## src/rtl/multicycle_ctrl.sv

```systemverilog
// Main control FSM for the multi-cycle RV32I core: sequences FETCH/DECODE/EXEC/MEM/WB,
// drives datapath mux selects and strobes, and traps on illegal opcodes or memory timeouts.
module multicycle_ctrl #(
  parameter int unsigned WAIT_LIMIT = 255
) (
  input  logic       clk,
  input  logic       rst,
  input  logic [6:0] opcode,
  input  logic       branch_cond,
  input  logic       mem_ready,
  output logic       mem_req,
  output logic       mem_we,
  output logic       ir_we,
  output logic       pc_we,
  output logic [1:0] pc_src,
  output logic [1:0] alu_src_a,
  output logic [1:0] alu_src_b,
  output logic [1:0] alu_op,
  output logic       reg_we,
  output logic [1:0] wb_sel,
  output logic       instr_done,
  output logic       trap,
  output logic [2:0] state
);

  localparam logic [2:0] S_FETCH  = 3'd0;
  localparam logic [2:0] S_DECODE = 3'd1;
  localparam logic [2:0] S_EXEC   = 3'd2;
  localparam logic [2:0] S_MEM    = 3'd3;
  localparam logic [2:0] S_WB     = 3'd4;
  localparam logic [2:0] S_TRAP   = 3'd5;

  localparam logic [3:0] CL_R      = 4'd0;
  localparam logic [3:0] CL_IMM    = 4'd1;
  localparam logic [3:0] CL_LOAD   = 4'd2;
  localparam logic [3:0] CL_STORE  = 4'd3;
  localparam logic [3:0] CL_BRANCH = 4'd4;
  localparam logic [3:0] CL_JAL    = 4'd5;
  localparam logic [3:0] CL_JALR   = 4'd6;
  localparam logic [3:0] CL_LUI    = 4'd7;
  localparam logic [3:0] CL_AUIPC  = 4'd8;
  localparam logic [3:0] CL_ILL    = 4'd15;

  localparam logic [7:0] WAIT_MAX = 8'(WAIT_LIMIT - 32'd1);

  logic [2:0] state_q, state_d;
  logic [3:0] class_q, class_d;
  logic [7:0] wait_q, wait_d;
  logic       trap_q, trap_d;

  logic mem_req_s, mem_we_s, ir_we_s, pc_we_s, reg_we_s, instr_done_s;

  function automatic logic [3:0] classify(input logic [6:0] op);
    logic [3:0] cl;
    case (op)
      7'b0110011: cl = CL_R;
      7'b0010011: cl = CL_IMM;
      7'b0000011: cl = CL_LOAD;
      7'b0100011: cl = CL_STORE;
      7'b1100011: cl = CL_BRANCH;
      7'b1101111: cl = CL_JAL;
      7'b1100111: cl = CL_JALR;
      7'b0110111: cl = CL_LUI;
      7'b0010111: cl = CL_AUIPC;
      default:    cl = CL_ILL;
    endcase
    return cl;
  endfunction

  always_ff @(posedge clk) begin
    if (rst) begin
      state_q <= S_FETCH;
      class_q <= 4'd0;
      wait_q  <= 8'd0;
      trap_q  <= 1'b0;
    end else begin
      state_q <= state_d;
      class_q <= class_d;
      wait_q  <= wait_d;
      trap_q  <= trap_d;
    end
  end

  always_comb begin
    state_d = state_q;
    class_d = class_q;
    case (state_q)
      S_FETCH: begin
        if (mem_ready) begin
          state_d = S_DECODE;
        end else if (wait_q == WAIT_MAX) begin
          state_d = S_TRAP;
        end else begin
          state_d = S_FETCH;
        end
      end
      S_DECODE: begin
        class_d = classify(opcode);
        if (class_d == CL_ILL) begin
          state_d = S_TRAP;
        end else begin
          state_d = S_EXEC;
        end
      end
      S_EXEC: begin
        case (class_q)
          CL_LOAD, CL_STORE:                       state_d = S_MEM;
          CL_BRANCH:                               state_d = S_FETCH;
          CL_R, CL_IMM, CL_JAL, CL_JALR, CL_LUI,
          CL_AUIPC:                                state_d = S_WB;
          default:                                 state_d = S_TRAP;
        endcase
      end
      S_MEM: begin
        if (mem_ready) begin
          if (class_q == CL_LOAD) begin
            state_d = S_WB;
          end else begin
            state_d = S_FETCH;
          end
        end else if (wait_q == WAIT_MAX) begin
          state_d = S_TRAP;
        end else begin
          state_d = S_MEM;
        end
      end
      S_WB:    state_d = S_FETCH;
      S_TRAP:  state_d = S_TRAP;
      default: state_d = S_TRAP;
    endcase
  end

  // Wait counter restarts on every state entry and counts unanswered memory cycles.
  always_comb begin
    if (state_d != state_q) begin
      wait_d = 8'd0;
    end else if (((state_q == S_FETCH) || (state_q == S_MEM)) && !mem_ready) begin
      wait_d = wait_q + 8'd1;
    end else begin
      wait_d = wait_q;
    end
    if (state_d == S_TRAP) begin
      trap_d = 1'b1;
    end else begin
      trap_d = trap_q;
    end
  end

  always_comb begin
    mem_req_s    = 1'b0;
    mem_we_s     = 1'b0;
    ir_we_s      = 1'b0;
    pc_we_s      = 1'b0;
    reg_we_s     = 1'b0;
    instr_done_s = 1'b0;
    pc_src       = 2'b00;
    alu_src_a    = 2'b00;
    alu_src_b    = 2'b00;
    alu_op       = 2'b00;
    wb_sel       = 2'b00;
    case (state_q)
      S_FETCH: begin
        mem_req_s = 1'b1;
        ir_we_s   = mem_ready;
      end
      S_DECODE: begin
        mem_req_s = 1'b0;
      end
      S_EXEC: begin
        case (class_q)
          CL_R: begin
            alu_op = 2'b10;
          end
          CL_IMM: begin
            alu_src_b = 2'b01;
            alu_op    = 2'b10;
          end
          CL_LOAD, CL_STORE, CL_JALR: begin
            alu_src_b = 2'b01;
          end
          CL_BRANCH: begin
            alu_op       = 2'b01;
            pc_we_s      = 1'b1;
            instr_done_s = 1'b1;
            pc_src       = branch_cond ? 2'b01 : 2'b00;
          end
          CL_AUIPC: begin
            alu_src_a = 2'b01;
            alu_src_b = 2'b01;
          end
          CL_JAL, CL_LUI: begin
            alu_src_a = 2'b10;
            alu_src_b = 2'b10;
          end
          default: begin
            alu_op = 2'b00;
          end
        endcase
      end
      S_MEM: begin
        mem_req_s = 1'b1;
        mem_we_s  = (class_q == CL_STORE);
        if (mem_ready && (class_q == CL_STORE)) begin
          pc_we_s      = 1'b1;
          instr_done_s = 1'b1;
        end else begin
          pc_we_s      = 1'b0;
          instr_done_s = 1'b0;
        end
      end
      S_WB: begin
        reg_we_s     = 1'b1;
        pc_we_s      = 1'b1;
        instr_done_s = 1'b1;
        case (class_q)
          CL_LOAD:  wb_sel = 2'b01;
          CL_JAL:   begin wb_sel = 2'b10; pc_src = 2'b01; end
          CL_JALR:  begin wb_sel = 2'b10; pc_src = 2'b10; end
          CL_LUI:   wb_sel = 2'b11;
          default:  wb_sel = 2'b00;
        endcase
      end
      default: begin
        mem_req_s = 1'b0;
      end
    endcase
  end

  // Reset masks every strobe combinationally so an in-flight instruction never retires.
  assign mem_req    = mem_req_s    & ~rst;
  assign mem_we     = mem_we_s     & ~rst;
  assign ir_we      = ir_we_s      & ~rst;
  assign pc_we      = pc_we_s      & ~rst;
  assign reg_we     = reg_we_s     & ~rst;
  assign instr_done = instr_done_s & ~rst;
  assign trap       = trap_q;
  assign state      = state_q;

endmodule

```

## config.mk

```make
export PLATFORM = sky130hd
export DESIGN_NAME = multicycle_ctrl
export DESIGN_NICKNAME = d
export VERILOG_FILES = /design/src/rtl/multicycle_ctrl.sv
export SDC_FILE = /design/constraint.sdc
export NUM_CORES = 1
export LEC_CHECK = 0
export ABC_AREA = 1
export BUFFER_PORTS_ARGS = -buffer_cell sky130_fd_sc_hd__buf_4
export CAP_MARGIN = 20
export CELL_PAD_IN_SITES_DETAIL_PLACEMENT = 0
export CELL_PAD_IN_SITES_GLOBAL_PLACEMENT = 2
export CORE_ASPECT_RATIO = 0.8
export CORE_MARGIN = 5
export CORE_UTILIZATION = 25
export CTS_CLUSTER_SIZE = 10
export DETAILED_ROUTE_END_ITERATION = 10
export MAX_ROUTING_LAYER = met4
export PLACE_DENSITY = 0.87
export SYNTH_ARGS = -nofsm -noshare
export SYNTH_HDL_FRONTEND = slang
export SYNTH_SLANG_ARGS = --single-unit
```

## constraint.sdc

```tcl
create_clock -name clk -period 1.6 [get_ports clk]
set_input_delay 0.24 -clock clk [delete_from_list [all_inputs] [get_ports clk]]
set_output_delay 0.24 -clock clk [all_outputs]
set_load 0.1 [all_outputs]
```

Yosys cells after proc, flatten, opt, wreduce, memory -nomap -nowiden. Memories as Yosys holds them, arrays and structs flattened. A register that Yosys moved wholly into a read port is not among the register bits. Index checks and enable logic that the tools add are counted.

Bits in registers: 16. ROM bits: 48. Input port bits: 11. Output and inout bits: 20. Word-level logic and storage cells: 79. Memories: 1.

$add $sub $neg: 1. Equal/unequal tests: 25. Multiplexer cells: 30. Bitwise gates (word level): 6. Reduce and logical (&&, ||, !) cells: 12.

Memories: (name not given) (depth 16, bits a word 3, read ports 1, clocked after Yosys merged registers in 1, wr ports 0, line 106) `case (class_q)`.

Operators with widths (count): $pmux 4 s9 (1); $eq 7x6->1 const B (3); $eq 7x7->1 const B (3); $pmux 2 s2 (5); $mux 3 (6); $eq 4x3->1 const B (4); $pmux 3 s5 (1); $eq 7x5->1 const B (2); $mux 4 (3); $reduce_or 2->1 (5); $add 8x1->8 const B (1); $eq 4x2->1 const B (2); $eq 4x4->1 const B (2); $eq 8x8->1 const B (1); $mux 1 (8); $mux 2 (4); $eq 7x2->1 const B (1); $eq 3x2->1 const B (2); $eq 3x3->1 const B (2); $pmux 2 s3 (1); $and 1x1->1 (5); $reduce_or 5->1 (1); $eq 4x1->1 const B (1); $logic_not 4->1 (1); 8 further kinds (9).

Depth between registers and ports, before layout. Gate-level depths: netlist (run 1).

Depth in word-level cells: 8. Gate-level depth with buffers: 13. Gate-level depth less buffers: 13.

Worst setup path after synthesis (run 1). OpenSTA, ideal clock, no wires.

Path type: register -> output. Start point: register state_q[1], in the netlist state[1]. End point: output port alu_op[1]. Arrival: 4.290 ns. Required time: 1.360 ns. Setup slack: -2.930 ns. Stages on the path, launching flop included: 3. Buffers on the path: 0. Cells stage by stage: dfxtp_1 -> nand3_1 -> nor4_1.

Longest elaborated chain between the ends: 2.

Ends and longest elaborated chain: start, declared (line 46) `logic [2:0] state_q, state_d;`; start signal, assigned (line 77) `state_q <= state_d;`; $eq 3x2->1 (line 161) `case (state_q)`; $mux 2 (line 161); end, declared (line 18) `output logic [1:0] alu_op,`.

No other way between the ends.

Worst setup path after layout (run 1).
Start point: register class_q[3]. End point: output port alu_src_b[0].

Longest elaborated chain between the ends: 4. Elaborated cells on any way between the ends: 11. Classes of those cells: eq/ne (7); mux (2); reduce/logical (2).

Ends and longest elaborated chain: start, declared (line 47) `logic [3:0] class_q, class_d;`; start signal, assigned (line 78) `class_q <= class_d;`; $eq 4x2->1 (tied with other cells) (line 170) `case (class_q)`; $reduce_or 5->1 (no source line) or $reduce_or 2->1 (tied branches); $pmux 2 s2 (*) (line 170); $mux 2 (*) (line 161); end, declared (line 17) `output logic [1:0] alu_src_b,`.

Every way passes the cells marked *; elsewhere a longest branch is shown, timed or not.

==> results.txt, run 1 <==
chip height -> 74.7 um
vias in the first global route -> 1534
placed cell area -> 2080 um2
clk root buf -> clkbuf_8
worst skew pair latency -> 0.25 ns
Reg power frac -> 28.5%
clock network power share -> 16.2%
IO Pins -> 31
Final period util -> 108%
Tot GR Track Use -> 12.8%
antenna-violating nets left -> 0
Final Setup Violations -> 17
Tot Pwr -> 2.03 mW
CP endpoint kind -> output port
First DRT Iteration DRCs -> 58
Setup CP Type -> reg2out
DRC -> 0
first-pass GRT wire length -> 6.93 mm
busiest grt layer -> met2
VDD IR max -> 0.364 mV
final wirelength -> 4.18 mm
Final Hold Viols -> 0
Mapped Area -> 1310 um2
HP Class -> in2reg
Highest Clock Rate -> 577 MHz
switching power -> 870 uW
Die ar. -> 6790 um2
violated checks -> setup timing
Via density -> 4.43
pin count of the biggest net entering global routing -> 12
Initial Util -> 26.0%
cell taking the most area after synthesis -> dfxtp_1
Sw Ratio -> 43.0%
# rows -> 23
CTS Sinks -> 19
Synthesis Warnings -> 0
n_diodes -> 0
Leakage -> 1.21 nW
Die Wd -> 90.9 um
critical path required time -> 1.36 ns
Comb pwr share -> 55.4%
fraction of registers with async set or reset after synthesis -> 0%
met3 usage -> 1.10%
area share of the largest cell type after synthesis -> 29.1%
Area growth, synth to finish -> 109%
Bufs on Longest Clock Path -> 2
layout cell share with drive strength beyond 1 -> 62.3%
routed via count -> 1590
DR pass1 iterations -> 4
grt total ovfl -> 0
Worst Tran Pin Value -> 0.372 ns
TritonCTS Buffers -> 3
flop and latch count out of synthesis -> 19
final worst slack -> -0.133 ns
Main synth FF type -> dfxtp_1
worst-path maximum fanout -> 3
status -> finished with violations
Worst Path Arrival -> 1.49 ns
relative slew slack -> 75.1%
fin area -> 2740 um2
Filler Cell Count -> 425
crit path launch type -> register
Final Util -> 54.4%
initial antenna violation count -> 0
most common cell in the netlist -> nand2_1
sequential-to-total area share from yosys stat -> 29.1%
PwrDens -> 740 nW/um2
synth top area cells -> dfxtp_1 29%, nand2_1 12%, inv_1 9.8%, nor2_1 9.5%, nand3_1 5.7%
maxcap violations -> 0
CTS H-tree lvls -> 1
layout net count -> 311
# hold bufs at CTS -> 0
Post-Synthesis Cells -> 207
core box area -> 5040 um2
Final Max Tran Viols -> 0
met1 GRT Util -> 16.3%
Routability Congestion -> 0.788
unrepaired setup endpoints after global routing -> yes
fin cells -> 359
minimum clock period -> 1.73 ns
top cells by count, synth -> 41 x nand2_1, 34 x inv_1, 33 x nor2_1
syn nets -> 220
synthesized area per cell -> 6.32 um2
Setup Skew -> 0.00370 ns
clock slew at reported path FFs -> 0.07 ns
PortBufs -> 30
Cell Int Power -> 1.16 mW
CTS tree -> done
met2 usage -> 21.7%
Cells after DPL -> 339
Netlist cell types -> 30
number of synthesized flops with an enable pin -> 0
HPWL Detailed -> 3.05 mm
wire per inst -> 11.6 um
==> path summary, 6_finish.rpt <==
| kind | slack, ns | end | start | cells after the start |
|---|---|---|---|---|
| max reg2reg | -0.01 | wait_q[2]$_SDFFE_PP0P_ | state[0]$_SDFF_PP0_ | 9 |
| min | 0.29 | state[2]$_SDFF_PP0_ | rst | 2 |
| max | -0.13 | alu_src_b[0] | class_q[3]$_SDFFE_PP0N_ | 5 |
| min reg2reg | 0.47 | trap$_SDFFE_PP0N_ | trap$_SDFFE_PP0N_ | 2 |
==> per-stage QoR <==
| step | hold slack [ns] | setup TNS, ns | setup WS (ns) |
|---|---|---|---|
| after global placement | 0.457 | -0.224 | -0.0269 |
| after detailed placement | 0.465 | -0.514 | -0.0654 |
| after CTS | 0.285 | -1.20 | -0.153 |
| final | 0.295 | -1.03 | -0.133 |
| after floorplan | 0.546 | -5.11 | -0.665 |
| after global routing | 0.297 | -3.23 | -0.205 |
==> worst max-delay path, stage by stage (launching register included) <==
cell,delay [ns]
dfxtp_2,0.36
buf_6,0.11
buf_4,0.13
nand3_1,0.18
a31oi_2,0.21
buf_6,0.25
==> cell families (layout without fill, tap and decap cells) <==
group | after synthesis | in the layout | share of synthesized area (%)
AO/OA/AOI/OAI | 24 | 24 | 10.4
XOR/XNOR | 6 | 6 | 4.02
adder cells (fa/ha/maj) | 2 | 2 | 1.91
buffers and inverters | 37 | 127 | 11.0
flip-flops | 19 | 19 | 29.1
AND/OR/NAND/NOR | 119 | 119 | 43.6
==> cell usage in the layout, fill, tap and decap left out, types with 3 or more instances in the layout <==
cell      Yosys  final
nand4_1       3      3
xor2_1        5      5
buf_6         0     11
inv_2         0     11
o21ai_0      12      7
dfxtp_4       0      5
o21ai_2       0      3
dfxtp_2       0      3
inv_1        34     18
nand3_4       1      6
nand2_4       1      3
buf_4         1     62
nor3_4        1      6
buf_12        0     14
nor3_2        1      9
dfxtp_1      19     11
nand2_2       2      9
nand3_2       3      5
nor2_1       33     20
nor2_2        2      6
nand3_1      15      8
clkbuf_8      0      3
nand2_1      41     32
nor2_4        1     10
==> routing by layer <==
layer	wire, um	up-vias	share of wire (%)
met1	2040	718	49
li1	-	838	-
met3	108	2	2.6
met5	0	-	0
met2	2010	32	48
met4	21	0	0.50
==> final cells by class <==
cell class	instances	area [um2]	area share, %
flip-flops and latches	19	403	14.7
well taps	62	77.6	2.83
multi-input cells	151	1170	42.6
clock inverters	1	5.00	0.183
clock buffers	3	41.3	1.51
inverters	35	159	5.80
repair buffers	88	885	32.3
==> power by group through the flow <==
| stage | clock, mW | sequential [mW] | combinational (mW) |
|---|---|---|---|
| after floorplan | 0 | 0.669 | 0.433 |
| after global placement | 0 | 0.565 | 0.819 |
| after detailed placement | 0 | 0.566 | 0.821 |
| after CTS | 0.336 | 0.570 | 0.976 |
| after global routing | 0.363 | 0.584 | 1.21 |
| final | 0.328 | 0.576 | 1.12 |
==> what timing repair did <==
item	in CTS	in global routing
resized for setup	80	54
pin swaps	19	20
setup endpoints to repair	25	28
buffers inserted	7	10
cloned	0	0
No activity file was read; power rests on OpenSTA's default activity.
==> run 2: changes to the inputs <==
HOLD_SLACK_MARGIN = 0.15   (was unset)
SKIP_LAST_GASP = 1   (was unset)
==> run 2 against run 1 <==
  * The run still ends with setup timing left
  * Clock-buffer cell count unchanged
  * Clock power rose by 2%
  * Die area unchanged
  * Critical path type unchanged
  * Largest cell class unchanged
==> results.txt, run 2 (synthesis results as in run 1) <==
CP endpoint kind -> output port
HP Start -> rst
final worst slack -> -0.141 ns (-0.00793 ns)
Routability Congestion -> 0.788 (unchanged)
CP max stage cell -> dfxtp_2
CP max stage delay -> 0.36 ns (about the same)
# hold bufs at CTS -> 0 (unchanged)
Comb pwr share -> 54.2% (-1.2 points)
Highest Clock Rate -> 574 MHz (-0.46%)
wire per inst -> 11.5 um (-0.77%)
Worst R2R Setup Slack -> -0.02 ns (about the same)
RR Endpoint -> wait_q[0]$_SDFFE_PP0P_
pin count of the biggest net entering global routing -> 12 (unchanged)
Top delay family on crit path -> buffers and inverters
most common cell after layout, fill and taps aside -> buf_4
Setup TNS Final -> -1.29 ns (-0.255 ns)
status -> finished with violations
Area growth, synth to finish -> 104%
worst-path maximum fanout -> 3 (unchanged)
Seq. cell area -> 402 um2 (-0.31%)
unrepaired setup endpoints after global routing -> yes
routed via count -> 1584 (-0.38%)
maxcap violations -> 0 (unchanged)
Setup CP Type -> reg2out
antenna-violating nets left -> 0 (unchanged)
n_diodes -> 0 (unchanged)
Final Setup Violations -> 23 (+6)
HP Class -> in2reg
# rows -> 23 (unchanged)
chip height -> 74.7 um (unchanged)
core box area -> 5040 um2 (unchanged)
Final Max Tran Viols -> 0 (unchanged)
first-pass GRT wire length -> 6.90 mm (-0.39%)
vias in the first global route -> 1540 (+0.39%)
Worst Tran Pin Value -> 0.392 ns (+0.0199 ns)
Reg power frac -> 29.1% (+0.6 points)
layout net count -> 308 (-0.96%)
PwrDens -> 747 nW/um2 (+0.92%)
relative slew slack -> 73.6% (-1.5 points)
Worst R2R Start -> state[0]$_SDFF_PP0_
Tot GR Track Use -> 12.7% (-0.069 points)
area of the multi-input gates -> 1130 um2 (-3.0%)
VDD IR max -> 0.561 mV (+54%)
Worst Path Arrival -> 1.50 ns (about the same)
Via density -> 4.45 (+0.46%)
CTS tree -> done
Worst Path Buf+Inv -> 3 (unchanged)
most frequent cells in the layout -> 60 x buf_4, 35 x nand2_1, 21 x inv_1, 20 x nor2_1, 14 x buf_12
Final Hold Viols -> 0 (unchanged)
First DRT Iteration DRCs -> 94 (+62%)
Hold Path Sink -> state[2]$_SDFF_PP0_
Initial Util -> 26.0% (unchanged)
Final period util -> 109% (+0.50 points)
Hold Path Cell Cnt -> 2 (unchanged)
Die ar. -> 6790 um2 (unchanged)
HPWL Detailed -> 3.05 mm (unchanged)
final wirelength -> 4.11 mm (-1.6%)
Die Wd -> 90.9 um (unchanged)
Cell Int Power -> 1.14 mW (-1.7%)
switching power -> 861 uW (-1.0%)
initial antenna violation count -> 0 (unchanged)
Sw Ratio -> 43.1% (+0.17 points)
TritonCTS Buffers -> 3 (unchanged)
Critical Path, Cell by Cell -> buf_6 > buf_4 > nand3_1 > a31oi_2 > buf_6
Setup Skew -> 0.00230 ns (-0.00140 ns)
clock network power share -> 16.7% (+0.5 points)
worst skew pair latency -> 0.26 ns (about the same)
DR pass1 iterations -> 4 (unchanged)
IO Pins -> 31 (unchanged)
Bufs on Longest Clock Path -> 2 (unchanged)
most used cell, CP -> buf_6
Filler Cell Count -> 445 (+4.7%)
PortBufs -> 30 (unchanged)
DRC -> 0 (unchanged)
Leakage -> 1.19 nW (-1.5%)
minimum clock period -> 1.74 ns (+0.00793 ns)
CTS H-tree lvls -> 1 (unchanged)
clk root buf -> clkbuf_8
critical path required time -> 1.36 ns (about the same)
violated checks -> setup timing
crit path launch type -> register
grt total ovfl -> 0 (unchanged)
layout cell share with drive strength beyond 1 -> 58.5% (-3.8 points)
R2R cell count -> 10 (+1)
Worst Hold Slack -> 0.280 ns (-0.0144 ns)
clock slew at reported path FFs -> 0.07 ns (about the same)
CTS Sinks -> 19 (unchanged)
[run 2: per-layer routing]
layer	wire length, um	global-route usage [%]
met2	1940	21.7
met5	0	-
met4	44	4.40
met3	132	1.10
met1	2000	16.1
[run 2: area by class of cell]
cell class	count	area share [%]
clock buffer	3	1.54
clock inverter	1	0.187
inverter	35	5.94
multi-input combinational	151	42.3
sequential	19	15.0
tap	62	2.90
timing repair buffer	85	32.1
[run 2: stage by stage]
stage	power (mW)	std cells	utilization, %	setup slack [ns]	instance area (um2)
floorplan	1.10	207	-	-0.665	1490
global route	2.12	356	53.1	-0.223	2680
global placement	1.38	339	41.3	-0.0269	2080
finish	2.00	356	53.1	-0.141	2680
CTS	1.87	349	48.9	-0.153	2460
detailed placement	1.39	339	41.3	-0.0654	2080
[run 2: power by group through the flow]
stage,Sequential (mW),Combinational (mW),Clock [mW]
finish,0.581,1.08,0.334
detailed placement,0.566,0.821,0
floorplan,0.669,0.433,0
global placement,0.565,0.819,0
global route,0.588,1.17,0.363
CTS,0.570,0.967,0.336
[run 2: how the worst max path moves through the flow]
stage	from	endpoint	slack, ns	cells after the start
floorplan	state[0]$_SDFF_PP0_	pc_we	-0.67	8
global placement	wait_q[0]$_SDFFE_PP0P_	wait_q[2]$_SDFFE_PP0P_	-0.03	14
detailed placement	wait_q[0]$_SDFFE_PP0P_	wait_q[4]$_SDFFE_PP0P_	-0.07	14
CTS	state[0]$_SDFF_PP0_	pc_src[0]	-0.15	8
global route	state[0]$_SDFF_PP0_	register	-0.22	9
finish	class_q[3]$_SDFFE_PP0N_	alu_src_b[0]	-0.14	5
[run 2: timing repair]
item,in CTS,in global routing
resized for setup,76,43
endpoints found under the setup margin,25,28
setup buffers,7,8
pin swaps,19,16
